[config.mk]
export PLATFORM = sky130hd
export DESIGN_NAME = display_mode_ctrl
export DESIGN_NICKNAME = d
export VERILOG_FILES = /design/src/rtl/display_mode_ctrl.sv
export SDC_FILE = /design/constraint.sdc
export NUM_CORES = 1
export LEC_CHECK = 0
export BUFFER_PORTS_ARGS = -buffer_cell sky130_fd_sc_hd__buf_2
export CAP_MARGIN = 40
export CORE_ASPECT_RATIO = 0.75
export CORE_MARGIN = 4
export CORE_UTILIZATION = 47
export DETAILED_ROUTE_END_ITERATION = 6
export HOLD_SLACK_MARGIN = 0.12
export MAX_ROUTING_LAYER = met4
export SLEW_MARGIN = 20
export SYNTH_ARGS = -nofsm -noshare
export SYNTH_HDL_FRONTEND = slang
export SYNTH_SLANG_ARGS = --single-unit
[constraint.sdc]
create_clock -name clk -period 6.7 [get_ports clk]
set_input_delay 0 -clock clk [delete_from_list [all_inputs] [get_ports clk]]
set_output_delay 0 -clock clk [all_outputs]
set_load 0.01 [all_outputs]
[src/rtl/display_mode_ctrl.sv]
// Front-panel 7-seg source sequencer: switch sync/debounce, optional auto-rotation,
// and a fixed blanking interval around every source change.
module display_mode_ctrl #(
    parameter int DEBOUNCE_CYCLES = 1_000_000,
    parameter int BLANK_CYCLES    = 50_000,
    parameter int DWELL_CYCLES    = 100_000_000
) (
    input  logic       clk,
    input  logic       rst_n,
    input  logic       sw_left,
    input  logic       sw_right,
    input  logic       auto_en,
    output logic [1:0] mode,
    output logic       blank,
    output logic       mode_strobe
);

    localparam int DEB_W   = $clog2(DEBOUNCE_CYCLES + 1);
    localparam int BLANK_W = $clog2(BLANK_CYCLES + 1);
    localparam int DWELL_W = $clog2(DWELL_CYCLES + 1);

    localparam logic [DEB_W-1:0]   DEB_LAST   = DEB_W'(DEBOUNCE_CYCLES - 1);
    localparam logic [BLANK_W-1:0] BLANK_LAST = BLANK_W'(BLANK_CYCLES - 1);
    localparam logic [DWELL_W-1:0] DWELL_LAST = DWELL_W'(DWELL_CYCLES - 1);

    localparam logic [0:0] ST_SHOW  = 1'b0;
    localparam logic [0:0] ST_BLANK = 1'b1;

    logic [1:0]         s1_q, s2_q, s2d_q;
    logic [1:0]         deb_q, deb_d;
    logic [DEB_W-1:0]   cnt_q, cnt_d;
    logic [1:0]         rot_q, rot_d;
    logic [DWELL_W-1:0] dcnt_q, dcnt_d;
    logic [0:0]         state_q, state_d;
    logic [1:0]         target_q, target_d;
    logic [BLANK_W-1:0] bcnt_q, bcnt_d;
    logic [1:0]         mode_q, mode_d;
    logic               blank_q, blank_d;
    logic               strobe_q, strobe_d;
    logic [1:0]         req;
    logic               rotating;

    assign rotating = auto_en && (deb_q == 2'b00);
    assign req      = rotating ? rot_q : deb_q;

    // deb only adopts a code that stayed unchanged for DEBOUNCE_CYCLES; any bounce restarts.
    always_comb begin
        // NOTE: every combinational output gets a default first so no latch is inferred.
        deb_d = deb_q;
        cnt_d = cnt_q;
        if ((s2_q != s2d_q) || (s2_q == deb_q)) begin
            cnt_d = '0;
        end else if (cnt_q == DEB_LAST) begin
            deb_d = s2_q;
            cnt_d = '0;
        end else begin
            cnt_d = cnt_q + DEB_W'(1);
        end
    end

    // Rotation pauses while a change is being blanked so the pending target stays requested.
    always_comb begin
        rot_d  = rot_q;
        dcnt_d = dcnt_q;
        if (!rotating) begin
            rot_d  = 2'b00;
            dcnt_d = '0;
        end else if (state_q == ST_SHOW) begin
            if (dcnt_q == DWELL_LAST) begin
                dcnt_d = '0;
                rot_d  = (rot_q == 2'b10) ? 2'b00 : rot_q + 2'b01;
            end else begin
                dcnt_d = dcnt_q + DWELL_W'(1);
            end
        end
    end

    always_comb begin
        state_d  = state_q;
        target_d = target_q;
        bcnt_d   = bcnt_q;
        mode_d   = mode_q;
        blank_d  = blank_q;
        strobe_d = 1'b0;
        case (state_q)
            ST_SHOW: begin
                blank_d = (mode_q == 2'b11);
                if (req != mode_q) begin
                    target_d = req;
                    bcnt_d   = '0;
                    blank_d  = 1'b1;
                    state_d  = ST_BLANK;
                end
            end
            ST_BLANK: begin
                blank_d = 1'b1;
                if (req != target_q) begin
                    target_d = req;
                    bcnt_d   = '0;
                end else if (bcnt_q == BLANK_LAST) begin
                    mode_d   = target_q;
                    strobe_d = 1'b1;
                    blank_d  = (target_q == 2'b11);
                    state_d  = ST_SHOW;
                end else begin
                    bcnt_d = bcnt_q + BLANK_W'(1);
                end
            end
            default: state_d = ST_SHOW;
        endcase
    end

    always_ff @(posedge clk) begin
        // NOTE: state is updated with non-blocking assignments so every flop samples pre-edge values.
        if (!rst_n) begin
            s1_q     <= 2'b00;
            s2_q     <= 2'b00;
            s2d_q    <= 2'b00;
            deb_q    <= 2'b00;
            cnt_q    <= '0;
            rot_q    <= 2'b00;
            dcnt_q   <= '0;
            state_q  <= ST_SHOW;
            target_q <= 2'b00;
            bcnt_q   <= '0;
            mode_q   <= 2'b00;
            blank_q  <= 1'b0;
            strobe_q <= 1'b0;
        end else begin
            s1_q     <= {sw_left, sw_right};
            s2_q     <= s1_q;
            s2d_q    <= s2_q;
            deb_q    <= deb_d;
            cnt_q    <= cnt_d;
            rot_q    <= rot_d;
            dcnt_q   <= dcnt_d;
            state_q  <= state_d;
            target_q <= target_d;
            bcnt_q   <= bcnt_d;
            mode_q   <= mode_d;
            blank_q  <= blank_d;
            strobe_q <= strobe_d;
        end
    end

    assign mode        = mode_q;
    assign blank       = blank_q;
    assign mode_strobe = strobe_q;

endmodule

==> results of run 1 <==
## layout make-up
type                    instances  area [um2]
fillers                       756        3700
multi-input cells             350        2130
flip-flops and latches         80        1600
clock buffers                  13         149
well taps                     105         131
repair buffers                 18         125
clock inverters                 3        65.1
inverters                      12        45.0
## power groups by stage
| stage | sequential (mW) | clock (mW) | combinational (mW) |
|---|---|---|---|
| after floorplan | 0.490 | 0 | 0.0113 |
| final | 0.479 | 0.392 | 0.0186 |
| after CTS | 0.479 | 0.403 | 0.0191 |
| after detailed placement | 0.490 | 0 | 0.0168 |
| after global placement | 0.490 | 0 | 0.0166 |
| after global routing | 0.479 | 0.427 | 0.0210 |
## layer usage
metal  track usage, %  vias up  share of wire (%)
li1                 -     1677                  -
met1             26.6     1560                 53
met2             27.3       72                 42
met3             6.35       11                4.9
met4             4.37        0               0.82
met5                -        -                  0
## how the worst max path moves through the flow
| stage | from | endpoint | slack, ns | cells after the start |
|---|---|---|---|---|
| after floorplan | bcnt_q[0] | bcnt_q[14] | 4.60 | 7 |
| after CTS | rst_n | dcnt_q[19] | 4.01 | 7 |
| final | rst_n | dcnt_q[13] | 4.00 | 7 |
| after global placement | deb_q[1] | bcnt_q[2] | 3.99 | 5 |
| after detailed placement | dcnt_q[20] | dcnt_q[19] | 4.11 | 5 |
| after global routing | dcnt_q[20] | dcnt_q[23] | 3.76 | 5 |
## cell usage in the layout, fill, tap and decap left out, drive strengths merged, types with 4 or more instances in the layout
cell         count
dfxtp           80
nor2            52
nand2           45
nand3           29
xnor2           23
o21ai           21
a21oi           20
xor2            17
nor3            15
clkbuf          14
inv             12
nand4           12
buf             12
or3             10
nor4            10
and2             9
and4             7
and3             6
and4b            5
or4              5
nand3b           5
a31oi            5
dlygate4sd3      5
nor4b            4
o22ai            4
## registers in the layout (all words and copies together), names as in the netlist
register and flops:
dcnt_q 27, cnt_q 20, bcnt_q 16, deb_q 2, mode 2, rot_q 2
s1_q 2, s2_q 2, s2d_q 2, target_q 2, blank 1, mode_strobe 1
state_q 1
## kinds of logic after synthesis
kind of cell | count (synthesis) | synth area share, %
compound gates | 74 | 12.1
xor+xnor | 40 | 9.06
fa+ha+maj | 3 | 0.971
buf+inv | 31 | 3.40
flops | 80 | 41.4
mux | 5 | 1.36
simple gates | 228 | 31.7
## tightest hold or removal path, delay by kind of cell
kind,cells,cell delay (ns)
simple gates,1,0.09
compound gates,2,0.31
buf+inv,1,0.12
## timing repair
item | in CTS | in global routing
hold buffers | 5 | 0
endpoints found under the hold margin | 16 | 0
setup buffers | 0 | 0
## per-stage QoR
step | setup WS (ns) | instance area [um2] | hold WS [ns] | cells
3_5_place_dp | 4.11 | 3980 | 0.241 | 559
5_1_grt | 3.76 | 4250 | 0.245 | 581
2_1_floorplan | 4.60 | 3870 | 0.127 | 461
6_report | 4.00 | 4250 | 0.216 | 581
3_3_place_gp | 3.99 | 3980 | 0.234 | 558
4_1_cts | 4.01 | 4250 | 0.203 | 580
==> key figures, run 1 <==
Worst setup path
  – Crit. End Element: flop
  – CP max stage cell: nor3b_1
  – Reg2reg setup slack: 4.10 ns
  – Worst path cell trace: dlygate4sd3_1 > buf_2 > inv_1 > nor3b_1 > o21ai_1 > buf_4 > nor2_1
  – Crit path buf inv count: 4
  – Critical path class: in -> reg
  – Reg-to-Reg Start: dcnt_q[20]
  – Worst path top cell family by delay: buffers and inverters
  – Required @ worst endpoint: 7.00 ns
  – Reg2Reg Depth: 5
  – Startpoint Class: primary input
  – Crit Path Max Fanout: 21
  – Crit-path max cell delay: 0.86 ns
  – CP arrival: 3.00 ns
  – Reg2reg end: dcnt_q[21]

Synthesis
  – Post-synth top area cell: dfxtp_1
  – Synth top area cells: dfxtp_1 41%, xnor2_1 5.2%, nor2_1 5.0%
  – Synth Instances: 461
  – Post-Syn Area: 3870 um2
  – Count of state elements after synthesis: 80
  – Synth Warn #: 0
  – Ys async rst share: 0%
  – Avg Cell Area, Syn: 8.39 um2
  – Synth top area share: 41.4%
  – Syn nets: 469
  – Sequential element share of the synthesized area: 41.4%
  – Synth Flop Type: dfxtp_1
  – Post-synth EDFFs: 0
  – Synth cell types: 59
  – Top cells by count, synth: 80 x dfxtp_1, 52 x nor2_1, 45 x nand2_1
  – Most numerous cell in the Yosys netlist: dfxtp_1

Floorplanning
  – Initial core utilization: 48.6%
  – Die Y: 86.6 um
  – Placement Rows: 28
  – Core area: 7950 um2
  – Die span in x: 113 um
  – Ports: 9
  – Die area: 9760 um2

Timing
  – Max Clock Freq: 370 MHz
  – Fin crit share: 40.3%
  – Min Clock Period, post-route: 2.70 ns
  – Setup Skew: 0.0103 ns
  – Final Hold Fails: 0
  – Final setup fails: 0
  – Slew Viols, Final: 0
  – Relative slew slack: 35.9%
  – Worst Tran Pin Value: 0.952 ns
  – RSZ-0062 raised after global routing: no
  – TNS Setup: 0 ns

Detailed routing
  – DRT antenna net count: 0
  – Residual DRC: 0
  – Via count: 3320
  – DRT Pass-1 Iters: 5
  – Wire per inst: 14.5 um
  – DRT iter0 DRCs: 218
  – Routed WL: 8.40 mm
  – Vias per cell: 5.71

Power and ir drop
  – Power, Total: 0.889 mW
  – Leakage: 1.36 nW
  – P_sw: 0.185 mW
  – Max IR drop VDD: 0.115 mV
  – Sequential Power Share: 53.9%
  – Sw Share: 20.8%
  – Comb power frac: 2.1%
  – Internal power: 0.704 mW
  – Pwr Density: 209 nW/um2
  – Clock power share: 44.0%

Min path
  – Hold Path Class: in -> reg
  – Hold Path Depth: 4
  – Hold Startpoint: auto_en
  – Worst Hold Path EP: mode_strobe

Clock network
  – Clk sinks: 80
  – H-tree levels: 3
  – CTS tree: done
  – Clock-pin slew on the worst setup and hold paths: 0.08 ns
  – Post_cts resized: 0
  – TritonCTS Buffers: 9
  – Root Buffer: clkbuf_8
  – Worst skew pair latency: 0.36 ns
  – Deepest clock path buffer count: 2

Final layout
  – P&R area growth vs syn: 9.93%
  – # nets final: 479
  – Layout cells sized above 1: 7.35%
  – Post-layout util: 53.5%
  – Antenna cells: 0

Global routing
  – GRT Util Overall: 19.2%
  – Initial antenna violation count: 0
  – Largest net degree at the start of global routing: 22
  – Vias in the first global route: 3052
  – Total grt overflow: 0
  – First-pass GRT wire length: 14.8 mm

Placed design
  – Buffers on Ports: 8
  – HPWL after DPL: 5.83 mm
  – Routability Congestion: 0.804

Flow run
  – Maxcap violations: 0

Run status
  – Status: completed
Note: power is estimated with default switching activity, not from simulation.
==> inputs of run 2 (changes only) <==
--- a/config.mk
+++ b/config.mk
@@ -5,6 +5,7 @@
 export SDC_FILE = /design/constraint.sdc
 export NUM_CORES = 1
 export LEC_CHECK = 0
+export ABC_AREA = 1
 export BUFFER_PORTS_ARGS = -buffer_cell sky130_fd_sc_hd__buf_2
 export CAP_MARGIN = 40
 export CORE_ASPECT_RATIO = 0.75
@@ -13,6 +14,7 @@
 export DETAILED_ROUTE_END_ITERATION = 6
 export HOLD_SLACK_MARGIN = 0.12
 export MAX_ROUTING_LAYER = met4
+export PLACE_DENSITY = 0.65
 export SLEW_MARGIN = 20
 export SYNTH_ARGS = -nofsm -noshare
 export SYNTH_HDL_FRONTEND = slang
==> constraint.sdc (replaced) <==
create_clock -name clk -period 2.2 [get_ports clk]
set_input_delay 0 -clock clk [delete_from_list [all_inputs] [get_ports clk]]
set_output_delay 0 -clock clk [all_outputs]
set_load 0.01 [all_outputs]
==> run 2 against run 1 <==
Compared with the run above: sequential power grew to 3.0 times the previous value; die area is 8.6% higher; critical path depth is 5 higher; final cell count is 31% higher; clock power grew to 3.8 times the previous value; via count is 18% higher; clock skew is 0.0036 ns lower; setup slack worse by 3.7 ns; critical path type is now reg -> reg.
==> key figures, run 2 <==
Timing
  – Max Clock Freq: 528 MHz
  – Min Clock Period, post-route: 1.90 ns
  – TNS Setup: 0 ns (unchanged)
  – Final setup fails: 0 (unchanged)
  – Fin crit share: 86.2%
  – Slew Viols, Final: 0 (unchanged)
  – Relative slew slack: 69.3% (+33 points)
  – Setup Skew: 0.00675 ns (-0.00359 ns)
  – RSZ-0062 raised after global routing: no
  – Worst Tran Pin Value: 0.460 ns (-0.492 ns)
  – Final Hold Fails: 0 (unchanged)

Worst setup path
  – Critical path class: reg -> reg
  – Startpoint Class: flop
  – Crit Path Max Fanout: 13 (-38%)
  – CP arrival: 2.12 ns (-0.88 ns)
  – Crit-path max cell delay: 0.39 ns (-0.47 ns)
  – Worst path top cell family by delay: simple AND/OR/NAND/NOR gates
  – Crit. End Element: flop
  – Crit path buf inv count: 3 (-1)
  – Most frequent CP cell: nand2_1
  – Required @ worst endpoint: 2.43 ns (-4.57 ns)
  – CP max stage cell: dfxtp_1
  – Worst path cell trace: ha_1 > nand2_1 > nor2_1 > nand2_1 > inv_1 > nand2_1 > inv_1 > nand4_1 > nand2_2 > inv_2 > nand2_1 > nor2_1

Synthesis
  – Post-Syn Area: 4230 um2 (+9.4%)
  – Syn nets: 640 (+36%)
  – Post-synth top area cell: dfxtp_1
  – Ys async rst share: 0% (unchanged)
  – Synth top area share: 37.9% (-3.6 points)
  – Top cells by count, synth: 148 x nand2_1, 114 x nor2_1, 80 x dfxtp_1
  – Synth Instances: 632 (+37%)
  – Synth cell types: 38 (-36%)
  – Most numerous cell in the Yosys netlist: nand2_1
  – Synth Warn #: 0 (unchanged)
  – Synth Flop Type: dfxtp_1
  – Count of state elements after synthesis: 80 (unchanged)
  – Sequential element share of the synthesized area: 37.9% (-3.6 points)
  – Synth top area cells: dfxtp_1 38%, nand2_1 13%, nor2_1 10%
  – Avg Cell Area, Syn: 6.69 um2 (-20%)
  – Post-synth EDFFs: 0 (unchanged)

Clock network
  – TritonCTS Buffers: 9 (unchanged)
  – CTS tree: done
  – Deepest clock path buffer count: 2 (unchanged)
  – Clock-pin slew on the worst setup and hold paths: 0.06 ns (-0.02 ns)
  – Worst skew pair latency: 0.33 ns (-0.03 ns)
  – Clk sinks: 80 (unchanged)
  – CTS Hold Buffers Added: 4 (-1)
  – Post_cts resized: 0 (unchanged)
  – H-tree levels: 3 (unchanged)
  – Post-CTS Setup Inserts: 0 (unchanged)
  – Root Buffer: clkbuf_16

Power and ir drop
  – Pwr Density: 636 nW/um2 (+200%)
  – Max IR drop VDD: 0.495 mV (+330%)
  – Leakage: 1.79 nW (+31%)

Detailed routing
  – Max Used Layer: met4
  – Residual DRC: 0 (unchanged)
  – Vias per cell: 5.14 (-10%)
  – WL met2: 3.95 mm (+13%)
  – DRT iter0 DRCs: 307 (+41%)
  – Wire per inst: 12.2 um (-15%)
  – Routed WL: 9.34 mm (+11%)
  – M1 wire length: 4.83 mm (+8.9%)
  – WL met3: 425 um (+3.4%)
  – DRT Pass-1 Iters: 5 (unchanged)
  – Via count: 3930 (+18%)
  – DRT antenna net count: 0 (unchanged)

Global routing
  – Initial antenna violation count: 0 (unchanged)
  – First-pass GRT wire length: 16.5 mm (+11%)
  – Vias in the first global route: 3540 (+16%)
  – Total grt overflow: 0 (unchanged)
  – Largest net degree at the start of global routing: 21 (-4.5%)
  – GRT Util Overall: 19.1% (-0.099 points)

Final layout
  – Commonest cells after routing, fill and taps aside: 148 x nand2_1, 114 x nor2_1, 80 x dfxtp_1, 68 x inv_1, 47 x nand3_1
  – P&R area growth vs syn: 11.8%
  – # fillers: 838 (+11%)
  – Fin cells: 764 (+31%)
  – Register with the most flip-flops: dcnt_q
  – Layout cells sized above 1: 9.76% (+2.4 points)
  – Antenna cells: 0 (unchanged)
  – Largest register FFs: 27 (unchanged)
  – # nets final: 659 (+38%)
  – Biggest regs: dcnt_q x27, cnt_q x20, bcnt_q x16
  – Most common cell after layout, fill and taps aside: nand2_1
  – Post-layout util: 55.0% (+1.5 points)

Floorplanning
  – Die span in x: 118 um (+4.3%)
  – Ports: 9 (unchanged)
  – Die Y: 90.2 um (+4.2%)
  – Initial core utilization: 49.2% (+0.56 points)
  – Core area: 8600 um2 (+8.1%)
  – Die area: 10600 um2 (+8.6%)
  – Placement Rows: 29 (+3.6%)

Min path
  – Hold Path Class: in -> reg

Run status
  – Status: completed

Placed design
  – Buffers on Ports: 8 (unchanged)
  – Routability Congestion: 0.873 (+8.5%)
  – Dpl cells: 744 (+33%)
  – HPWL after DPL: 6.97 mm (+19%)

Flow run
  – Maxcap violations: 0 (unchanged)
-- run 2: layout make-up --
cell class              count  area (um2)  area share (%)
multi-input cells         471        2310            48.8
inverters                  73         274            5.80
repair buffers             16         110            2.33
flip-flops and latches     80        1600            33.9
clock inverters             7        72.6            1.53
well taps                 108         135            2.86
clock buffers               9         225            4.76
-- run 2: logic make-up (layout without fill, tap and decap cells) --
family | after synthesis | count (layout) | share of synthesized area (%)
adder cells (fa/ha/maj) | 3 | 3 | 0.887
XOR/XNOR | 21 | 21 | 4.53
AND/OR/NAND/NOR | 396 | 396 | 42.7
buffers and inverters | 81 | 105 | 7.54
flip-flops | 80 | 80 | 37.9
AO/OA/AOI/OAI | 51 | 51 | 6.54
-- run 2: path summary, 6_finish.rpt --
| kind | startpoint | to | slack, ns | cells after the start |
|---|---|---|---|---|
| worst max-delay path | dcnt_q[1] | dcnt_q[15] | 0.30 | 12 |
| worst min-delay path | auto_en | dcnt_q[25] | 0.13 | 4 |
| worst max register to register | dcnt_q[1] | dcnt_q[15] | 0.30 | 12 |
| worst min register to register | s1_q[0] | s2_q[0] | 0.42 | 2 |
-- run 2: metrics by stage --
step           setup WS, ns  total power [mW]  instance area, um2  hold WS, ns
2_1_floorplan         0.703              1.53                4230       0.0976
3_3_place_gp          0.425              1.55                4390        0.190
3_5_place_dp          0.332              1.55                4390        0.189
4_1_cts               0.310              3.05                4730        0.124
5_1_grt              0.0846              3.12                4730        0.153
6_report              0.305              3.00                4730        0.132
-- run 2: power breakdown --
group / internal [mW] / switching (mW)
clock network: 0.878 / 0.604
logic: 0.0218 / 0.0394
registers: 1.46 / 0.00607
total: 2.36 / 0.650
-- run 2: routing by layer --
metal / up-vias / global-route usage, %
met4: 0 / 7.02
met2: 88 / 27.4
met5: - / -
met3: 13 / 4.89
met1: 1758 / 26.1
li1: 2071 / -
-- run 2: tightest hold or removal path, stage by stage --
cell     delay, ns
buf_2         0.12
nand4_1       0.09
buf_4         0.16
a21oi_1       0.05
